<file path="src/rtl/decoder_scan_pkg.sv">
// Shared definitions for the decoder scan controller.
//   N_CH         : number of decoder channels (one per decoder output)
//   CH_W         : width of a channel index
//   scan_state_e : controller states
package decoder_scan_pkg;

    localparam int unsigned N_CH = 16;
    localparam int unsigned CH_W = 4;

    typedef enum logic [1:0] {
        ST_IDLE,
        ST_DWELL,
        ST_GAP
    } scan_state_e;

endpackage

</file>
<file path="src/rtl/next_ch_find.sv">
// Combinational search for the next channel to scan.
//   mask  in  N_CH  channels eligible for scanning
//   cur   in  CH_W  channel currently (or last) scanned
//   first in  1     1 = ignore cur and return the lowest set bit overall
//   found out 1     a qualifying channel exists
//   idx   out CH_W  lowest set index above cur (or lowest overall when first=1)
module next_ch_find
    import decoder_scan_pkg::*;
(
    input  logic [N_CH-1:0] mask,
    input  logic [CH_W-1:0] cur,
    input  logic            first,
    output logic            found,
    output logic [CH_W-1:0] idx
);

    // Scan from the top down so the lowest qualifying index is written last.
    always_comb begin
        found = 1'b0;
        idx   = '0;
        for (int unsigned i = 0; i < N_CH; i++) begin
            if (mask[N_CH-1-i] && (first || ((N_CH-1-i) > 32'(cur)))) begin
                found = 1'b1;
                idx   = CH_W'(N_CH-1-i);
            end
        end
    end

endmodule

</file>
<file path="src/rtl/decoder_scan_ctrl.sv">
// Scan controller for an external 4-to-16 decoder: steps through the set bits
// of a channel mask, holding the decoder enabled for a programmable dwell on
// each channel and inserting a one-cycle blanking gap between channels.
//   clk        in   rising-edge clock
//   rst_n      in   asynchronous active-low reset
//   start      in   begin scanning (sampled only when idle)
//   stop       in   end scanning after the current channel
//   mode       in   0 = continuous sweeps, 1 = single sweep
//   dwell      in   enable-high cycles per channel (0 treated as 1)
//   ch_mask    in   channels included in a sweep
//   a          out  decoder select
//   enable     out  decoder enable
//   busy       out  high whenever not idle
//   sweep_done out  one-cycle pulse at the end of each full sweep
module decoder_scan_ctrl
    import decoder_scan_pkg::*;
#(
    parameter int unsigned DWELL_W = 16
) (
    input  logic               clk,
    input  logic               rst_n,
    input  logic               start,
    input  logic               stop,
    input  logic               mode,
    input  logic [DWELL_W-1:0] dwell,
    input  logic [N_CH-1:0]    ch_mask,
    output logic [CH_W-1:0]    a,
    output logic               enable,
    output logic               busy,
    output logic               sweep_done
);

    scan_state_e        state_q, state_d;
    logic [CH_W-1:0]    a_q, a_d;
    logic               enable_q, enable_d;
    logic               busy_q, busy_d;
    logic               sweep_done_q, sweep_done_d;
    logic               stop_pend_q, stop_pend_d;
    logic [N_CH-1:0]    mask_q, mask_d;
    logic [DWELL_W-1:0] dwell_q, dwell_d;
    logic               mode_q, mode_d;
    logic [DWELL_W-1:0] cnt_q, cnt_d;

    logic               first_found, next_found, stop_eff;
    logic [CH_W-1:0]    first_idx, next_idx;

    function automatic logic [DWELL_W-1:0] dwell_load(input logic [DWELL_W-1:0] d);
        return (d == '0) ? '0 : d - DWELL_W'(1);
    endfunction

    // Lowest channel of the live input mask: used at every latch point.
    next_ch_find u_first (
        .mask  (ch_mask),
        .cur   ('0),
        .first (1'b1),
        .found (first_found),
        .idx   (first_idx)
    );

    // Next channel within the latched sweep.
    next_ch_find u_next (
        .mask  (mask_q),
        .cur   (a_q),
        .first (1'b0),
        .found (next_found),
        .idx   (next_idx)
    );

    // A stop arriving in the gap cycle itself still ends the scan at this channel.
    assign stop_eff = stop_pend_q | stop;

    always_comb begin
        state_d      = state_q;
        a_d          = a_q;
        enable_d     = 1'b0;
        sweep_done_d = 1'b0;
        stop_pend_d  = stop_pend_q;
        mask_d       = mask_q;
        dwell_d      = dwell_q;
        mode_d       = mode_q;
        cnt_d        = cnt_q;

        unique case (state_q)
            ST_IDLE: begin
                stop_pend_d = 1'b0;
                if (start && !stop && first_found) begin
                    mask_d   = ch_mask;
                    dwell_d  = dwell;
                    mode_d   = mode;
                    cnt_d    = dwell_load(dwell);
                    a_d      = first_idx;
                    enable_d = 1'b1;
                    state_d  = ST_DWELL;
                end
            end

            ST_DWELL: begin
                if (stop) begin
                    stop_pend_d = 1'b1;
                end
                if (cnt_q == '0) begin
                    state_d = ST_GAP;
                end else begin
                    cnt_d    = cnt_q - DWELL_W'(1);
                    enable_d = 1'b1;
                end
            end

            ST_GAP: begin
                if (next_found && !stop_eff) begin
                    a_d      = next_idx;
                    cnt_d    = dwell_load(dwell_q);
                    enable_d = 1'b1;
                    state_d  = ST_DWELL;
                end else begin
                    stop_pend_d = 1'b0;
                    state_d     = ST_IDLE;
                    if (!next_found) begin
                        sweep_done_d = 1'b1;
                        // Continuous mode restarts from a freshly latched mask.
                        if (!mode_q && !stop_eff && first_found) begin
                            mask_d   = ch_mask;
                            dwell_d  = dwell;
                            cnt_d    = dwell_load(dwell);
                            a_d      = first_idx;
                            enable_d = 1'b1;
                            state_d  = ST_DWELL;
                        end
                    end
                end
            end

            default: begin
                state_d = ST_IDLE;
            end
        endcase

        busy_d = (state_d != ST_IDLE);
    end

    always_ff @(posedge clk or negedge rst_n) begin
        if (!rst_n) begin
            state_q      <= ST_IDLE;
            a_q          <= '0;
            enable_q     <= 1'b0;
            busy_q       <= 1'b0;
            sweep_done_q <= 1'b0;
            stop_pend_q  <= 1'b0;
            mask_q       <= '0;
            dwell_q      <= '0;
            mode_q       <= 1'b0;
            cnt_q        <= '0;
        end else begin
            state_q      <= state_d;
            a_q          <= a_d;
            enable_q     <= enable_d;
            busy_q       <= busy_d;
            sweep_done_q <= sweep_done_d;
            stop_pend_q  <= stop_pend_d;
            mask_q       <= mask_d;
            dwell_q      <= dwell_d;
            mode_q       <= mode_d;
            cnt_q        <= cnt_d;
        end
    end

    assign a          = a_q;
    assign enable     = enable_q;
    assign busy       = busy_q;
    assign sweep_done = sweep_done_q;

endmodule

</file>
<file path="config.mk">
export PLATFORM = sky130hd
export DESIGN_NAME = decoder_scan_ctrl
export DESIGN_NICKNAME = d
export VERILOG_FILES = /design/src/rtl/decoder_scan_pkg.sv /design/src/rtl/next_ch_find.sv /design/src/rtl/decoder_scan_ctrl.sv
export SDC_FILE = /design/constraint.sdc
export NUM_CORES = 1
export LEC_CHECK = 0
export ABC_AREA = 1
export ABC_CLOCK_PERIOD_IN_PS = 5900
export CORE_ASPECT_RATIO = 0.5
export CORE_MARGIN = 1.5
export CORE_UTILIZATION = 50
export CTS_CLUSTER_DIAMETER = 80
export DETAILED_ROUTE_END_ITERATION = 10
export GPL_ROUTABILITY_DRIVEN = 0
export PLACE_DENSITY = 0.8
export SYNTH_ARGS = -nofsm -noshare
export SYNTH_HDL_FRONTEND = slang
export SYNTH_SLANG_ARGS = --single-unit
</file>
<file path="constraint.sdc">
create_clock -name clk -period 5.9 [get_ports clk]
set_clock_uncertainty 0.15 [all_clocks]
set_input_delay 1.18 -clock clk [delete_from_list [all_inputs] [get_ports clk]]
set_output_delay 1.18 -clock clk [all_outputs]
set_load 0.005 [all_outputs]
</file>
==> summary by stage, run 1 <==
Status
The run finished with clean final reports.

Synthesis
The most common cell in the netlist is nand2_1. The share of the Yosys chip area taken by registers is 0.3326. The summed instance area of the synthesized netlist is 4364 um^2. The most used flip-flop cell after synthesis is dfrtp_1. The flop and latch count out of synthesis is just under 60. The top-area cell type share of the netlist area is 0.3326.

Synthesis produced around 660 cells. For this run, asynchronously set or reset flops after synthesis account for 1.000. Yosys mapped a number of flops with a built-in enable equal to 0. For this run, the number of Yosys warnings is 0. The number of nets in the synthesized netlist is 699. The cell taking the most area after synthesis is dfrtp_1.

The mean post-synth cell area is 6.663 um^2. Ranked by total cell area, the synthesized netlist is headed by dfrtp_1 33%, nand2_1 16%, nor2_1 7.1%, inv_1 6.7%, nand3_1 6.1%. After synthesis, the most frequently instantiated cells are 183 x nand2_1, 83 x nor2_1, 78 x inv_1. The unique cell type count in the Yosys netlist is 37.

Routing
The routed design has about 11000 um of wire. The DRC violations left is 0. The detailed-route via count is approximately 4.4k. The average detailed-routed wire length per instance is ~13 um. In this run, the number of DRC markers left after iteration 0 of detailed routing was 323. In this run the remaining antenna-violating nets after routing total 0. The via-per-instance ratio is about 5.4.

Before antenna repair, the detailed router went through 5 iterations.

Clock tree
Hold repair after CTS inserted 0 buffers. The source-to-sink clock delay at the later pin of the worst-skew pair is 340 ps. The H-tree generated during clock tree synthesis spans 3 levels. The TritonCTS buffer count is 9.

TritonCTS built the clock tree. The maximum clock path buffer count is 2. In this run, post-CTS repair resized a total of 0 instances. The tree built by TritonCTS fans out to between 50 and 60 sinks.

The tree is rooted in a clkbuf_16. Clock-pin slew was measured on the worst setup and hold paths at about 50 ps. The number of buffers inserted by post-CTS setup repair is 0.

Critical path
The highest fanout seen on the critical path is 4. The worst setup path is launched from an input port. At the worst endpoint, the arrival time is about 3700 ps. The worst path required time is about 6000 ps. The kind of capture point of the worst setup path is a flip-flop. The start-to-end type of the worst setup path is in2reg.

Timing
Setup repair after global routing left no endpoint under its margin. In this run the tightest slew margin relative to its limit is 0.4126. For the pin with the worst max-slew slack, the measured transition is between 800 and 900 ps. After layout, the minimum clock period comes to between 3000 and 4000 ps.

The count of endpoints failing hold in the final timing report was 0. The post-route clock period utilization is 0.6096. In the final timing run, aggregate negative setup slack is 0 ps. Derived from the worst setup path, the maximum achievable clock frequency is about 280 MHz. On the final layout, the worst hold slack is between 300 and 400 ps. The max-slew violation count is 0.

Setup violations remaining at the end of the flow were counted as 0.

Cells and area
The number of antenna diodes is 0. The area taken by flip-flops and latches is approximately 1500 um^2. In the final design database the tool counted roughly 740 nets. Of the cells placed in the final design, the portion with a size suffix greater than 1 is 0.09246. For this run, the share of the core covered by cells in the final layout is 0.6250. The fill cell instance count of the final layout is 776.

The multi-input combinational cells in the finished layout cover a total of 2506 um^2. Relative to the synthesized area, the layout overhead comes to 17.86%.

Power
The logic gate share of total power is 0.456. The reported net switching power is a little over 1000 uW. The fraction of power consumed by sequential logic is 0.328. The switching fraction of total power is 0.4334. The static power due to leakage is approximately 0.0025 uW. VDD sags by at most 0.2287 mV. In this run the power density over the cells is 458.8 nW/um^2. Of the total power, the clock network draws 0.216. The internal portion of total power is 1337 uW.

Floorplanning
The initial utilization of the core area, before any placement, comes to 0.5303. The die is ~140 um wide. The core region is between 8000 and 9000 um^2.

Measured along the y axis, the die boundary spans ~69 um. The die area is roughly 9300 um^2. The number of top-level pins is 44. The number of rows in the core area is 23.

GRT
The first-pass GRT wire length is about 18000 um. The overall overflow remaining after global route is 0. The all-layer global routing usage is 0.2488. The via count of the first global-routing pass is slightly above 4k. The initial antenna violation count was 0.

The pin count of the biggest net entering global routing is 59.

Flow run
The number of max-cap violations is 0.

Placed design
Detailed placement ended at an HPWL of ~8000 um. The number of port buffers is between 40 and 50.

Min path
The tightest min-delay check is of the reg2reg type.
==> cells in the final DEF, fill, tap and decap left out, drive strengths merged <==
master / instances
nand4: 10
and2: 1
clkdlybuf4s50: 42
o21ai: 64
nor2: 86
a21oi: 24
a31oi: 2
nand3b: 4
inv: 81
nand2: 189
nor2b: 1
nand3: 55
clkinv: 3
nor3: 10
or2: 10
buf: 4
ha: 7
xor2: 18
o21a: 2
o21bai: 1
dfrtp: 58
a21boi: 4
o211ai: 4
nor4: 3
o31ai: 1
clkbuf: 13
xnor2: 6
==> final timing paths <==
kind / start / endpoint / slack, ps / depth (start not counted)
worst max-delay path: dwell[0] / cnt_q[2] / 2300 / 13
worst min register to register: dwell_q[0] / dwell_q[0] / 330 / 2
max in group asynchronous: rst_n / mask_q[4] / 4230 / 2
worst min-delay path: dwell_q[0] / dwell_q[0] / 330 / 2
min in group asynchronous: rst_n / dwell_q[14] / 830 / 2
worst max register to register: cnt_q[0] / cnt_q[6] / 2660 / 11
==> routing by layer <==
metal / wire (um) / part of all wire / GRT usage / vias to the layer above
li1: - / - / - / 2183
met1: 5013 / 0.46 / 0.3247 / 2033
met2: 5142 / 0.47 / 0.4104 / 136
met3: 619 / 0.057 / 0.05372 / 16
met4: 159 / 0.015 / 0.08244 / 0
met5: 0 / 0 / 0 / -
==> stage by stage <==
| step | setup slack (ps) | power (uW) | area [um^2] | instances |
|---|---|---|---|---|
| after floorplan | 2767 | 1598 | 4364 | 655 |
| after global placement | 2057 | 1800 | 4853 | 800 |
| after detailed placement | 2004 | 1829 | 4853 | 800 |
| after CTS | 2337 | 2354 | 5144 | 815 |
| after global routing | 2000 | 2560 | 5144 | 815 |
| final | 2304 | 2360 | 5144 | 815 |
==> cell families after synthesis <==
| kind of cell | share of synthesized area |
|---|---|
| adders and majority gates | 0.02007 |
| buffers and inverters | 0.09317 |
| AOI/OAI and AO/OA | 0.1425 |
| DFF | 0.3326 |
| and+or+nand+nor | 0.3635 |
| xor gates and xnor gates | 0.04816 |
==> power by group through the flow <==
stage / Combinational, uW / Sequential, uW / Clock, uW
2_1_floorplan: 875 / 723 / 0
3_3_place_gp: 1030 / 766 / 0
3_5_place_dp: 1060 / 773 / 0
4_1_cts: 1070 / 771 / 514
5_1_grt: 1230 / 798 / 535
6_report: 1080 / 775 / 509
==> cell type report <==
type / instances / area share
flip-flops and latches: 58 / 0.2822
well taps: 112 / 0.02724
inverters: 82 / 0.05984
multi-input cells: 502 / 0.4872
clock buffers: 13 / 0.05449
clock inverters: 2 / 0.001946
repair buffers: 46 / 0.08708
==> sequential cells by signal, indices dropped and copies added (netlist names) <==
| name | flops |
|---|---|
| a | 4 |
| busy | 1 |
| cnt_q | 16 |
| dwell_q | 16 |
| enable | 1 |
| mask_q | 15 |
| mode_q | 1 |
| state_q | 2 |
| stop_pend_q | 1 |
| sweep_done | 1 |
==> worst max-delay path: stages <==
cell             delay [ps]
clkdlybuf4s50_1         430
inv_1                   140
ha_1                    230
nand2_1                  90
nor3_1                  320
nand2_1                 170
nor2_1                  200
nand3_1                 160
nor2_1                  170
nand3_1                 170
nand3_1                 140
nand2_1                  60
o21a_1                  210
Power figures use the tool's default switching activity.
==> run 2: changes to the inputs <==
ABC_CLOCK_PERIOD_IN_PS = 3400   (was 5900)
clock period = 3.4 ns   (was 5.9 ns; I/O delays follow)
==> summary by stage, run 2 (synthesis gave the netlist of run 1 again) <==
Status
The flow ran to the end, and the final reports show no timing, DRC or antenna violations.

Floorplanning
The die boundary width is 135.1 um. For this configuration, the core starts out at a cell density of 0.5303. In this run the standard cell core region covers between 8000 and 9000 um^2. The die area is approximately 9300 um^2.

Measured along the y axis, the die boundary spans roughly 69 um. between 40 and 50 I/O pins were placed. The number of rows in the core area is 23.

GRT
The overall overflow remaining after global route is 0. The via count of the first global-routing pass was roughly 4k. The initial antenna violation count is 0. Entering global routing, the biggest net connects between 40 and 50 pins.

The first global-routing pass estimated between 15000 and 20000 um of wire. For this run, the total global-route usage over all layers was measured as 0.2459.

Timing
The final worst slack is about 390 ps. The relative max-transition margin is 0.5790. The shortest clock period the worst path allows after layout is approximately 3000 ps. The highest attainable clock frequency is about 330 MHz. The count of endpoints failing hold in the final timing report is 0.

The max-slew violation count was 0. Setup repair after global routing left no endpoint under its margin. Hold is met by ~220 ps. Adding up every negative setup slack in the final design gives 0 ps. The post-route clock period utilization is 0.8856. At the pin with the least slew margin, the transition time is about 630 ps. The count of endpoints failing setup in the final report is 0.

Routing
Once detail routing completed, the nets flagged for antenna violations numbered 0. The violation count after the first detailed-route iteration is about 280. The detailed-routing iteration count for the pre-antenna-repair pass is 5. The average detailed-routed wire length per instance is approximately 13 um. The DRC violations left is 0. The routed wire length is 10760 um. The detailed-route via count is 4272. After detailed routing, the number of vias per cell comes to about 5.2.

Cells and area
At the end of the flow, the number of nets in the layout was between 700 and 800. The fill cell instance count of the final layout is about 750. Relative to the synthesized area, the layout overhead comes to 18.58%. The leading cell type in the layout, fill and taps excluded is nand2_1. Of the cells placed in the final design, the portion with a size suffix greater than 1 is 0.09348. The number of antenna diodes is 0. In the final layout, the registers with the most flip-flops are cnt_q x16, dwell_q x16, mask_q x15. The library cells used most frequently in the layout, excluding fill and tap cells, are 183 x nand2_1, 83 x nor2_1, 78 x inv_1.

Clock tree
The count of hold-fix buffers inserted at cts is 0. For this design, the sink count on the clock tree is 58. In this run the clock root is driven by a clkbuf_16. The maximum clock path buffer count is 2. Clock latency on the worst-skew pair, taken at its later pin, is roughly 330 ps. CTS built an H-tree with a depth of 3.

The number of gates resized after CTS was 0. In this run, CTS created clock tree buffers numbering 9. The number of setup buffers added after CTS is 0. TritonCTS built the clock tree. After clock tree synthesis, the clock-pin slew on the worst setup and hold paths is ~50 ps.

Critical path
Data on the critical path is required at its endpoint by 3470 ps. The kind of capture point of the worst setup path is a flip-flop. The largest stage delay on the critical path is 410 ps.

The startpoint identified for the worst register-to-register timing path is cnt_q[0]. The register-to-register setup slack is 500 ps. Of all nets on the critical path, the largest fanout is 4. The most repeated library cell on the critical path is nand2_1. For the worst setup path, the data arrival time is slightly above 3000 ps. The element type at the critical path start is an input port.

The start-to-end type of the worst setup path is in2reg. The worst register-to-register path ends at cnt_q[1]. The number of cells on the worst reg-to-reg path is 12. On the critical path, the stage with the largest delay is an instance of clkdlybuf4s50_1. Traced cell by cell, the critical path runs through clkdlybuf4s50_1, inv_1, ha_1, nand2_1, nor3_1, nand2_1, nor2_1, nand3_1, nor2_1, nand2_1, a21oi_1, o21ai_0, o21ai_0, nand2_1.

Placed design
Timing analysis after detailed placement gives a worst setup slack of around 77 ps. The wire-length estimate of the detail-placed layout is 8151 um. The number of port buffers is between 40 and 50.

Power
The static power due to leakage is 0.002503 uW. Across the VDD grid, the largest voltage drop is 0.3515 mV. The completed layout was analyzed and its total power is around 4100 uW.

Power spread over the standard cell area amounts to between 700 and 800 nW/um^2.

Min path
The min-delay analysis places its worst path in the category in2async.

Flow run
The tool flagged a number of max-cap violations equal to 0.
run 2: how the worst max path moves through the flow:
stage,startpoint,endpoint,slack [ps],cells past startpoint
after floorplan,dwell[0],cnt_q[12],770,12
after global placement,dwell[0],cnt_q[14],200,14
after detailed placement,dwell[0],cnt_q[14],80,14
after CTS,dwell[0],cnt_q[14],410,14
after global routing,dwell[0],cnt_q[14],100,14
final,dwell[0],cnt_q[14],390,14
run 2: cell type report:
class	instances	area [um^2]	area share
Clock inverter	3	40.04	0.007737
Clock buffer	12	246.5	0.04763
Tap cell	112	140.1	0.02708
Inverter	82	307.8	0.05948
Multi-Input combinational cell	502	2506	0.4843
Sequential cell	58	1451	0.2805
Timing Repair Buffer	49	483.0	0.09333
run 2: through the flow:
step	instance area (um^2)	cells	util
floorplan	4364	655	-
global placement	4888	803	0.5940
detailed placement	4888	803	0.5940
CTS	5175	818	0.6288
global route	5175	818	0.6288
finish	5175	818	0.6288
run 2: critical path: cells and delay by family:
kind | cells | cell delay (ps)
adders and majority gates | 1 | 220
buffers and inverters | 2 | 540
AOI/OAI and AO/OA | 3 | 420
and+or+nand+nor | 8 | 1220
run 2: per-layer routing:
layer,up-vias,global-route usage,part of all wire
met2,107,0.4110,0.46
met5,-,0,0
met4,0,0.08005,0.019
met1,1952,0.3152,0.47
met3,20,0.05592,0.050
li1,2193,-,-
run 2: report_power, final:
| part | total (uW) | internal (uW) | leakage [uW] | switching, uW |
|---|---|---|---|---|
| clock network | 887 | 580 | 0.000142 | 307 |
| logic | 1910 | 764 | 0.00165 | 1140 |
| registers | 1330 | 1020 | 0.000715 | 315 |
==> run 3: changes to the inputs <==
ABC_CLOCK_PERIOD_IN_PS = 2500   (was 3400)
PLACE_DENSITY = 0.83   (was 0.8)
clock period = 2.5 ns   (was 3.4 ns; I/O delays follow)
==> summary by stage, run 3 (synthesis gave the netlist of run 1 again) <==
Status
The run finished, with violations left. The checks that failed: setup timing.

Critical path
The kind of capture point of the worst setup path is a flip-flop. The critical path is of the reg2reg type. At the worst endpoint, the required time is between 2000 and 3000 ps.

Of all nets on the critical path, the largest fanout is 5. The data arrival at the endpoint of the critical path is roughly 2700 ps. The element type at the critical path start is a flip-flop.

Timing
Setup repair after global routing could not meet its margin everywhere. Summed over all failing endpoints, the final setup total negative slack is -759.9 ps. Setup violations remaining at the end of the flow were counted as 12. The shortest clock period the worst path allows after layout is about 2600 ps. The measured slew at the worst slew-check pin is between 600 and 700 ps.

The max-slew violation count is 0. The post-route clock period utilization is 1.054. The highest attainable clock frequency is ~380 MHz.

The count of endpoints failing hold in the final timing report was 0. In the post-route analysis, the smallest setup slack over all paths is -136.2 ps. The relative max-transition margin is 0.5836.

Clock tree
The maximum clock path buffer count is 2. The number of clock sinks is 58. The cell at the root of the clock tree is clkbuf_16.

The clock reaches the later pin of the worst-skew pair after 340 ps. TritonCTS built the clock tree. The clock-pin slew of the registers on the worst-case setup and hold paths is ~50 ps.

Buffers inserted during clock tree synthesis total 9. In this run the number of H-tree levels came out at 3.

Flow run
Max-cap violations in this run came to 0.

Power
The share of total power dissipated in sequential elements is 0.284. The switching fraction of total power is 0.4371. The proportion of power drawn by the clock network is 0.206. Summed over all nets, the switching power comes to around 2900 uW. The worst IR drop on VDD is 0.5401 mV. The internal portion of total power is around 3700 uW. For this design the ratio of total power to cell area is 1104 nW/um^2.

The static power due to leakage is around 0.0029 uW. The share of total power dissipated in combinational logic is 0.509.

Placed design
The number of port buffers is 43. The detailed placement HPWL is about 8600 um. The worst slack at placement is -424.3 ps.

Cells and area
Fill cells in the final layout number between 500 and 600. The number of nets at the end of the flow is 806. Leaving out fill and tap cells, the most frequent cell in the layout is nand2_1.

The largest registers in the layout are cnt_q x16, dwell_q x16, mask_q x15. The number of antenna diodes is 0. The total area of multi-input combinational cells is ~2700 um^2.

The top cell types in the final layout, fill and taps aside, are 176 x nand2_1, 77 x inv_1, 76 x nor2_1. The area taken by flip-flops and latches is 1456 um^2. The area growth from synthesis to layout is 35.92%.

The ratio of cells with drive above 1 in the final layout is 0.2060.

Routing
Once detail routing completed, the nets flagged for antenna violations numbered 0. In this run, the number of DRC markers left after iteration 0 of detailed routing was between 500 and 600. The detailed-routing iteration count for the pre-antenna-repair pass is 6.

Summed over all layers, the routed wires come to 14120 um. After detailed routing, the number of remaining DRC violations is 0. Using the TritonRoute via totals, the vias-per-cell ratio works out to about 5.7.

The detailed-route via count is between 5k and 6k. The average detailed-routed wire length per instance is 16.06 um.

GRT
Entering global routing, the biggest net connects 36 pins. The via count of the first global-routing pass was between 4k and 5k. The initial antenna violation count came to 0. Summed over all layers, the global routing overflow is 0. The first global-routing pass estimated between 15000 and 20000 um of wire. Across every metal layer, demand over resource in global routing totals 0.2690.

Min path
The class of the most critical hold timing path is in2async.

Floorplanning
The initial utilization of the core area, before any placement, comes to 0.5303. The die is 135.1 um wide. The floorplan step defined a die boundary enclosing 9332 um^2.

In this run the core area contains 23 standard-cell rows. The total area inside the core boundary comes to between 8000 and 9000 um^2. The number of top-level pins is 44.

The vertical die dimension is slightly below 70 um.
## run 3: cell types whose count changed in the layout (fill, tap and decap cells not counted), moves of 5 or more
cell | previous run | this run
o21ai_0 | 32 | 26
nor2_4 | 0 | 5
buf_4 | 5 | 57
nand2_1 | 183 | 176
nor2_1 | 83 | 76
o21ai_1 | 13 | 19
## run 3: repair_timing
| item | in CTS | in global routing |
|---|---|---|
| hold buffers | 0 | 0 |
| resized for setup | 2 | 52 |
| setup buffers | 0 | 10 |
| cloned | 0 | 3 |
| endpoints found under the setup margin | 3 | 51 |
| pin swaps | 0 | 10 |
## run 3: per-stage QoR
step	cells	total power, uW	area [um^2]	util	hold slack (ps)
final	879	6551	5932	0.7207	26.79
after global routing	879	6970	5932	0.7207	70.45
after CTS	866	5938	5594	0.6797	45.22
after detailed placement	850	4553	5266	0.6399	321.1
after global placement	850	4444	5266	0.6399	316.0
after floorplan	655	3772	4364	-	54.41
## run 3: final cells by class
cell class	instances	share of cell area
flip-flops and latches	58	0.2455
clock buffers	11	0.04092
multi-input cells	502	0.4520
clock inverters	5	0.01308
inverters	82	0.05189
repair buffers	109	0.1730
well taps	112	0.02362
## run 3: per-layer routing
layer  up-vias  share of wire  global-route usage
li1       2313              -                   -
met1      2293           0.39              0.3264
met2       307           0.47              0.4569
met3        97          0.086             0.06917
met4         0          0.052              0.1075
met5         -              0                   0
## run 3: path summary, 6_finish.rpt
kind / startpoint / to / slack [ps] / cells after the start
setup / recovery: cnt_q[1] / cnt_q[1] / -140 / 14
setup reg to reg: cnt_q[1] / cnt_q[1] / -140 / 14
hold reg to reg: cnt_q[15] / cnt_q[15] / 330 / 2
max in group asynchronous: rst_n / a[1] / 1530 / 2
hold / removal: rst_n / dwell_q[11] / 30 / 1
min in group clk: cnt_q[15] / cnt_q[15] / 330 / 2
## run 3: worst max-delay path, stage by stage, from the launching register on
cell,delay (ps)
dfrtp_1,390
inv_1,190
ha_4,210
nand2_2,90
nor2_4,110
nand2_2,80
nor4_4,270
buf_4,150
nand2_1,80
nand2_2,100
nand3b_1,150
buf_4,170
clkbuf_16,150
nand2_1,60
a21boi_0,130
## run 3: power by group through the flow
stage	registers [uW]	logic, uW	clock network (uW)
6_report	1860	3340	1350
5_1_grt	1910	3660	1400
4_1_cts	1810	2770	1360
3_5_place_dp	1820	2740	0
3_3_place_gp	1800	2650	0
2_1_floorplan	1710	2070	0
